==> config.mk <==
export PLATFORM = sky130hd
export DESIGN_NAME = psram_line_bridge
export DESIGN_NICKNAME = d
export VERILOG_FILES = /design/src/rtl/psram_line_bridge_pkg.sv /design/src/rtl/psram_line_bridge.sv
export SDC_FILE = /design/constraint.sdc
export NUM_CORES = 1
export LEC_CHECK = 0
export CAP_MARGIN = 20
export CORE_AREA = 5 5 273 275
export CTS_CLUSTER_DIAMETER = 50
export CTS_CLUSTER_SIZE = 30
export DETAILED_ROUTE_END_ITERATION = 10
export DIE_AREA = 0 0 278 280
export PLACE_DENSITY = 0.69
export SLEW_MARGIN = 30
export SYNTH_ARGS = -nofsm -noshare
export SYNTH_HDL_FRONTEND = slang
export SYNTH_SLANG_ARGS = --single-unit
==> constraint.sdc <==
create_clock -name clk -period 2.9 [get_ports clk]
set_clock_uncertainty 0.2 [all_clocks]
set_input_delay 0.58 -clock clk [delete_from_list [all_inputs] [get_ports clk]]
set_output_delay 0.58 -clock clk [all_outputs]
set_load 0.01 [all_outputs]
==> src/rtl/psram_line_bridge_pkg.sv <==
// Shared configuration for the cache-line to PSRAM burst bridge.
package psram_line_bridge_pkg;

    localparam int unsigned ADDRESS_BIT_WIDTH             = 21;
    localparam int unsigned BEAT_BIT_WIDTH                = 64;
    localparam int unsigned BURST_BEATS                   = 4;
    localparam int unsigned LINE_BIT_WIDTH                = 256;
    localparam int unsigned PSRAM_COMMAND_INTERVAL_CYCLES = 18;
    localparam int unsigned PSRAM_READ_TIMEOUT_CYCLES     = 64;

endpackage

==> src/rtl/psram_line_bridge.sv <==
// Converts one 32-byte cache-line request into a single PSRAM burst command,
// serializing write lines and reassembling read beats, with command spacing
// and a bounded read latency.
module psram_line_bridge
    import psram_line_bridge_pkg::*;
#(
    parameter int unsigned AddressBitWidth       = ADDRESS_BIT_WIDTH,
    parameter int unsigned BeatBitWidth          = BEAT_BIT_WIDTH,
    parameter int unsigned BurstBeats            = BURST_BEATS,
    parameter int unsigned CommandIntervalCycles = PSRAM_COMMAND_INTERVAL_CYCLES,
    parameter int unsigned ReadTimeoutCycles     = PSRAM_READ_TIMEOUT_CYCLES
) (
    input  logic                       clk,
    input  logic                       rst_n,
    input  logic                       line_req,
    input  logic                       line_we,
    input  logic [AddressBitWidth-1:0] line_addr,
    input  logic [LINE_BIT_WIDTH-1:0]  line_wr_data,
    output logic [LINE_BIT_WIDTH-1:0]  line_rd_data,
    output logic                       line_done,
    output logic                       line_error,
    output logic                       busy,
    output logic                       br_cmd,
    output logic                       br_cmd_en,
    output logic [AddressBitWidth-1:0] br_addr,
    output logic [BeatBitWidth-1:0]    br_wr_data,
    output logic [7:0]                 br_data_mask,
    input  logic [BeatBitWidth-1:0]    br_rd_data,
    input  logic                       br_rd_data_valid
);

    localparam int unsigned MaxCycles = (CommandIntervalCycles > ReadTimeoutCycles) ?
                                        CommandIntervalCycles : ReadTimeoutCycles;
    localparam int unsigned CntW      = $clog2(MaxCycles + 1);
    localparam int unsigned ShiftW    = LINE_BIT_WIDTH - BeatBitWidth;

    typedef enum logic [1:0] {
        IDLE     = 2'd0,
        WRITE    = 2'd1,
        READ     = 2'd2,
        COOLDOWN = 2'd3
    } state_t;

    state_t                     state_q, state_d;
    logic                       busy_q, busy_d;
    logic [CntW-1:0]            cnt_q, cnt_d;
    logic [1:0]                 beat_q, beat_d;
    logic                       cmd_en_q, cmd_en_d;
    logic                       cmd_q, cmd_d;
    logic [AddressBitWidth-1:0] addr_q, addr_d;
    logic [BeatBitWidth-1:0]    wr_data_q, wr_data_d;
    logic [ShiftW-1:0]          wr_shift_q, wr_shift_d;
    logic [LINE_BIT_WIDTH-1:0]  rd_line_q, rd_line_d;
    logic                       done_q, done_d;
    logic                       err_q, err_d;
    logic                       last_beat_c;

    // A valid beat landing in the final slot completes the read.
    assign last_beat_c = br_rd_data_valid && (beat_q == 2'(BurstBeats - 1));

    // Next-state and next-output logic; strobes default low, data holds.
    always_comb begin
        state_d    = state_q;
        busy_d     = busy_q;
        cnt_d      = (cnt_q == '1) ? cnt_q : cnt_q + CntW'(1);
        beat_d     = beat_q;
        cmd_en_d   = 1'b0;
        cmd_d      = cmd_q;
        addr_d     = addr_q;
        wr_data_d  = wr_data_q;
        wr_shift_d = wr_shift_q;
        rd_line_d  = rd_line_q;
        done_d     = 1'b0;
        err_d      = 1'b0;

        case (state_q)
            IDLE: begin
                if (line_req && !busy_q) begin
                    busy_d   = 1'b1;
                    cmd_en_d = 1'b1;
                    cmd_d    = line_we;
                    addr_d   = line_addr & ~AddressBitWidth'(31);
                    cnt_d    = '0;
                    beat_d   = '0;
                    if (line_we) begin
                        wr_data_d  = line_wr_data[BeatBitWidth-1:0];
                        wr_shift_d = line_wr_data[LINE_BIT_WIDTH-1:BeatBitWidth];
                        state_d    = WRITE;
                    end else begin
                        state_d    = READ;
                    end
                end
            end

            WRITE: begin
                if (beat_q == 2'(BurstBeats - 1)) begin
                    done_d  = 1'b1;
                    state_d = COOLDOWN;
                end else begin
                    beat_d     = beat_q + 2'd1;
                    wr_data_d  = wr_shift_q[BeatBitWidth-1:0];
                    wr_shift_d = wr_shift_q >> BeatBitWidth;
                end
            end

            READ: begin
                if (br_rd_data_valid) begin
                    rd_line_d[int'(beat_q) * BeatBitWidth +: BeatBitWidth] = br_rd_data;
                    if (last_beat_c) begin
                        done_d  = 1'b1;
                        state_d = COOLDOWN;
                    end else begin
                        beat_d  = beat_q + 2'd1;
                    end
                end
                if (!last_beat_c && (cnt_q == CntW'(ReadTimeoutCycles - 1))) begin
                    done_d  = 1'b1;
                    err_d   = 1'b1;
                    state_d = COOLDOWN;
                end
            end

            COOLDOWN: begin
                if (cnt_q >= CntW'(CommandIntervalCycles - 1)) begin
                    busy_d  = 1'b0;
                    state_d = IDLE;
                end
            end

            default: begin
                state_d = IDLE;
                busy_d  = 1'b0;
            end
        endcase
    end

    // State and registered outputs; reset abandons any transfer in flight.
    always_ff @(posedge clk or negedge rst_n) begin
        if (!rst_n) begin
            state_q    <= IDLE;
            busy_q     <= 1'b0;
            cnt_q      <= '0;
            beat_q     <= '0;
            cmd_en_q   <= 1'b0;
            cmd_q      <= 1'b0;
            addr_q     <= '0;
            wr_data_q  <= '0;
            wr_shift_q <= '0;
            rd_line_q  <= '0;
            done_q     <= 1'b0;
            err_q      <= 1'b0;
        end else begin
            state_q    <= state_d;
            busy_q     <= busy_d;
            cnt_q      <= cnt_d;
            beat_q     <= beat_d;
            cmd_en_q   <= cmd_en_d;
            cmd_q      <= cmd_d;
            addr_q     <= addr_d;
            wr_data_q  <= wr_data_d;
            wr_shift_q <= wr_shift_d;
            rd_line_q  <= rd_line_d;
            done_q     <= done_d;
            err_q      <= err_d;
        end
    end

    assign line_rd_data = rd_line_q;
    assign line_done    = done_q;
    assign line_error   = err_q;
    assign busy         = busy_q;
    assign br_cmd       = cmd_q;
    assign br_cmd_en    = cmd_en_q;
    assign br_addr      = addr_q;
    assign br_wr_data   = wr_data_q;
    assign br_data_mask = 8'h00;

endmodule

==> impl_metrics.prom <==
# TYPE chip_impl_metric gauge
chip_impl_metric{name="count_of_tritonroute_iterations_in_the_first_routing_pass",unit=""} 5
chip_impl_info{name="class_of_the_most_critical_setup_path",value="reg2reg"} 1
chip_impl_metric{name="die_area",unit="um2"} 77800
chip_impl_info{name="worst_setup_path_start_kind",value="register"} 1
chip_impl_metric{name="async_flop_share",unit="%"} 100
chip_impl_metric{name="synth-warning-count",unit=""} 0
chip_impl_metric{name="grt_pass1_wl",unit="mm"} 113
chip_impl_metric{name="fp-row-count",unit=""} 99
chip_impl_metric{name="timing.max_cap.violations",unit=""} 0
chip_impl_metric{name="slew-limit-headroom",unit="%"} 51.6
chip_impl_metric{name="number_of_standard_cells_in_the_layout_taps_in_and_fillers_out",unit=""} 3523
chip_impl_metric{name="antenna_violating_nets_post_route",unit=""} 0
chip_impl_metric{name="flow.area_growth_from_synthesis",unit="%"} 46.7
chip_impl_metric{name="top_cell_type_s_share_of_synthesized_area",unit="%"} 61.7
chip_impl_info{name="cts-root-buf",value="clkbuf_16"} 1
chip_impl_metric{name="cts-buffers-inserted",unit=""} 59
chip_impl_info{name="top_usage_layer",value="met2"} 1
chip_impl_metric{name="layout_worst_path_cycle_share",unit="%"} 85.3
chip_impl_metric{name="dp_cells",unit=""} 3409
chip_impl_info{name="unrepaired_setup_endpoints_after_global_routing",value="no"} 1
chip_impl_info{name="synth_most_common_cell",value="dfrtp_1"} 1
chip_impl_metric{name="syn_std_cell_area",unit="um2"} 22000
chip_impl_metric{name="crit_required",unit="ns"} 3.25
chip_impl_metric{name="finalNetCount",unit=""} 2870
chip_impl_metric{name="gr-usage-met2",unit="%"} 29.5
chip_impl_info{name="crit_start",value="state_q[0]"} 1
chip_impl_metric{name="number_of_distinct_library_cells_after_synthesis",unit=""} 38
chip_impl_metric{name="ioPinCount",unit=""} 700
chip_impl_metric{name="cp_max_fo",unit=""} 64
chip_impl_metric{name="gp_routability_congestion",unit=""} 0.874
chip_impl_metric{name="placement.io_buffers",unit=""} 681
chip_impl_metric{name="gr-usage-met3",unit="%"} 5.87
chip_impl_metric{name="grt_max_degree",unit=""} 95
chip_impl_metric{name="synth_edf_count",unit=""} 0
chip_impl_info{name="timing.rr.end",value="line_rd_data[150]"} 1
chip_impl_metric{name="die_y",unit="um"} 280
chip_impl_metric{name="grt_util_all_layers",unit="%"} 18.3
chip_impl_metric{name="critPathArrivalTime",unit="ns"} 2.82
chip_impl_metric{name="worst_reg2reg_path_length_in_cells",unit=""} 6
chip_impl_metric{name="overflow",unit=""} 0
chip_impl_metric{name="max_freq",unit="GHz"} 0.404
chip_impl_metric{name="hold_viol_final",unit=""} 0
chip_impl_info{name="worstSetupEndpointType",value="register"} 1
chip_impl_metric{name="met1_global_route_usage",unit="%"} 23.8
chip_impl_info{name="main_synth_ff_type",value="dfrtp_1"} 1
chip_impl_metric{name="multi_input_area",unit="um2"} 7670
chip_impl_metric{name="clock_pin_slew_on_the_worst_setup_and_hold_paths",unit="ns"} 0.07
chip_impl_metric{name="setup_tns",unit="ns"} 0
chip_impl_metric{name="synth_seq_area_share",unit="%"} 61.7
chip_impl_metric{name="first_global_vias",unit=""} 18100
chip_impl_metric{name="detailroute.via_count",unit=""} 17200
chip_impl_metric{name="p_leak",unit="nW"} 14.2
chip_impl_metric{name="min_period",unit="ns"} 2.47
chip_impl_info{name="post-synth-top-area-cell",value="dfrtp_1"} 1
chip_impl_metric{name="antenna_violations_before_repair",unit=""} 9
chip_impl_metric{name="layout.filler_cells",unit=""} 6513
chip_impl_metric{name="dpl.hpwl",unit="mm"} 53.4
chip_impl_info{name="netlist_top_cells_area",value="dfrtp_1, a22o_1, mux2i_1"} 1
chip_impl_metric{name="ctsHtreeMaxLevel",unit=""} 2
chip_impl_info{name="worst_flop_to_flop_path_startpoint",value="state_q[0]"} 1
chip_impl_metric{name="clkSinkCount",unit=""} 544
chip_impl_metric{name="setup_viol",unit=""} 0
chip_impl_info{name="outcome",value="finished, final reports clean"} 1
chip_impl_metric{name="reg2reg_slack",unit="ns"} 0.43
chip_impl_metric{name="postSynthRegisterBits",unit=""} 544
chip_impl_metric{name="floorplan.core_area",unit="um2"} 72100
chip_impl_metric{name="clk_path_buf_depth",unit=""} 3
chip_impl_metric{name="drc",unit=""} 0
chip_impl_metric{name="route.detailed.wl_per_inst",unit="um"} 21.2
chip_impl_metric{name="timing.final.max_slew_violations",unit=""} 0
chip_impl_metric{name="post_synthesis_instance_total",unit=""} 1862
chip_impl_info{name="synthTopCellsByCount",value="dfrtp_1, nand2_1, a22o_1"} 1
chip_impl_metric{name="sequential_cell_area",unit="um2"} 13600
chip_impl_metric{name="syn_avg_cell_area",unit="um2"} 11.8
chip_impl_metric{name="worst_ir_drop_vdd",unit="uV"} 736
chip_impl_metric{name="post_cts_resize_count",unit=""} 0
chip_impl_metric{name="chipWidth",unit="um"} 278
chip_impl_metric{name="detail_route.vias_per_cell",unit=""} 4.88
chip_impl_metric{name="drtIter0Drc",unit=""} 1021
chip_impl_info{name="worst_min_path_start",value="br_addr[18]"} 1
chip_impl_metric{name="worst-slew-pin-transition",unit="ns"} 0.726
chip_impl_info{name="cts_tree",value="built"} 1
chip_impl_metric{name="power_per_cell_area",unit="nW/um2"} 1070
chip_impl_metric{name="insertion_delay",unit="ns"} 0.60
chip_impl_info{name="min_delay_worst_endpoint",value="br_addr[18]"} 1
chip_impl_metric{name="routed_wirelength",unit="mm"} 74.5
chip_impl_metric{name="whs_path_depth",unit=""} 2
chip_impl_metric{name="layout-drive-gt1-share",unit="%"} 6.83
chip_impl_metric{name="start_util",unit="%"} 30.6
chip_impl_info{name="min_path_type",value="reg2reg"} 1
==> flip-flops by register name (all words and copies together), names as in the netlist, 2 cells and up <==
name and cells:
line_rd_data 256, beat_q 2, wr_shift_q 192, br_wr_data 64
br_addr 16, state_q 2, cnt_q 7
==> per-stage QoR <==
| stage | hold WS [ns] | setup slack [ns] | instance area (um2) | util, % | power [mW] |
|---|---|---|---|---|---|
| CTS | 0.258 | 0.314 | 32300 | 44.8 | 35.1 |
| global placement | 0.265 | 0.245 | 30100 | 41.8 | 26.1 |
| floorplan | 0.0844 | 0.815 | 22100 | - | 19.9 |
| finish | 0.283 | 0.426 | 32300 | 44.9 | 34.7 |
| global route | 0.279 | 0.290 | 32300 | 44.9 | 36.8 |
| detailed placement | 0.270 | 0.193 | 30100 | 41.8 | 26.6 |
==> how the worst max path moves through the flow <==
stage,end,cells past startpoint
finish,line_rd_data[150],6
global route,line_rd_data[68],1
CTS,line_rd_data[68],1
detailed placement,line_rd_data[11],5
global placement,line_rd_data[132],5
floorplan,wr_shift_q[105],10
==> power breakdown <==
group | switching (mW) | internal [mW]
Sequential | 1.90 | 10.8
Clock | 3.66 | 4.60
Combinational | 6.59 | 7.18
==> logic make-up after synthesis <==
family                   count (synthesis)  share of synthesized area [%]
XOR/XNOR                                 3                          0.119
multiplexers                           196                           8.90
adder cells (fa/ha/maj)                 12                          0.681
flip-flops                             544                           61.7
AO/OA/AOI/OAI                          533                           16.6
AND/OR/NAND/NOR                        403                           7.97
buffers and inverters                  170                           3.95
other                                    1                         0.0170
==> area by class of cell <==
cell class,instances,area share (%)
Sequential cell,544,42.1
Multi-Input combinational cell,1160,23.7
Timing Repair Buffer,736,23.5
Clock buffer,64,4.82
Tap cell,959,3.71
Clock inverter,46,1.98
Inverter,11,0.128
Antenna cell,3,0.0232
==> routing by layer <==
layer | routed length, um | part of all wire [%]
met1 | 31600 | 42
met2 | 34300 | 46
met3 | 6070 | 8.1
met4 | 2530 | 3.4
met5 | 21 | 0.028
==> placed cells by master (no fill, tap or decap), types with 4 or more instances in the layout <==
cell type        instances
inv_8                    7
inv_6                    7
a31oi_1                  5
o21ai_1                255
clkinv_8                 8
inv_12                   5
nand2b_1                65
a22o_1                 256
conb_1                  13
dfrtp_1                544
bufinv_16                5
o21ai_0                  5
clkdlybuf4s50_1        680
nand2_1                311
buf_4                   25
nor2_1                   4
buf_12                  29
inv_1                   10
clkbuf_16               61
a21oi_1                  5
ha_1                    11
mux2i_1                196
clkinvlp_4               5
==> critical path: stages, from the launching register on <==
cell and delay [ns]:
dfrtp_1 0.45, inv_1 0.13, ha_1 0.44, nand3_2 0.20, nor4b_2 0.36, buf_12 0.32, a22o_1 0.20
==> repair_timing <==
item / in CTS / in global routing
endpoints found under the hold margin: 45 / 0
buffers inserted: 0 / 0
hold buffers: 1 / 0
No activity file was read; power rests on OpenSTA's default activity.
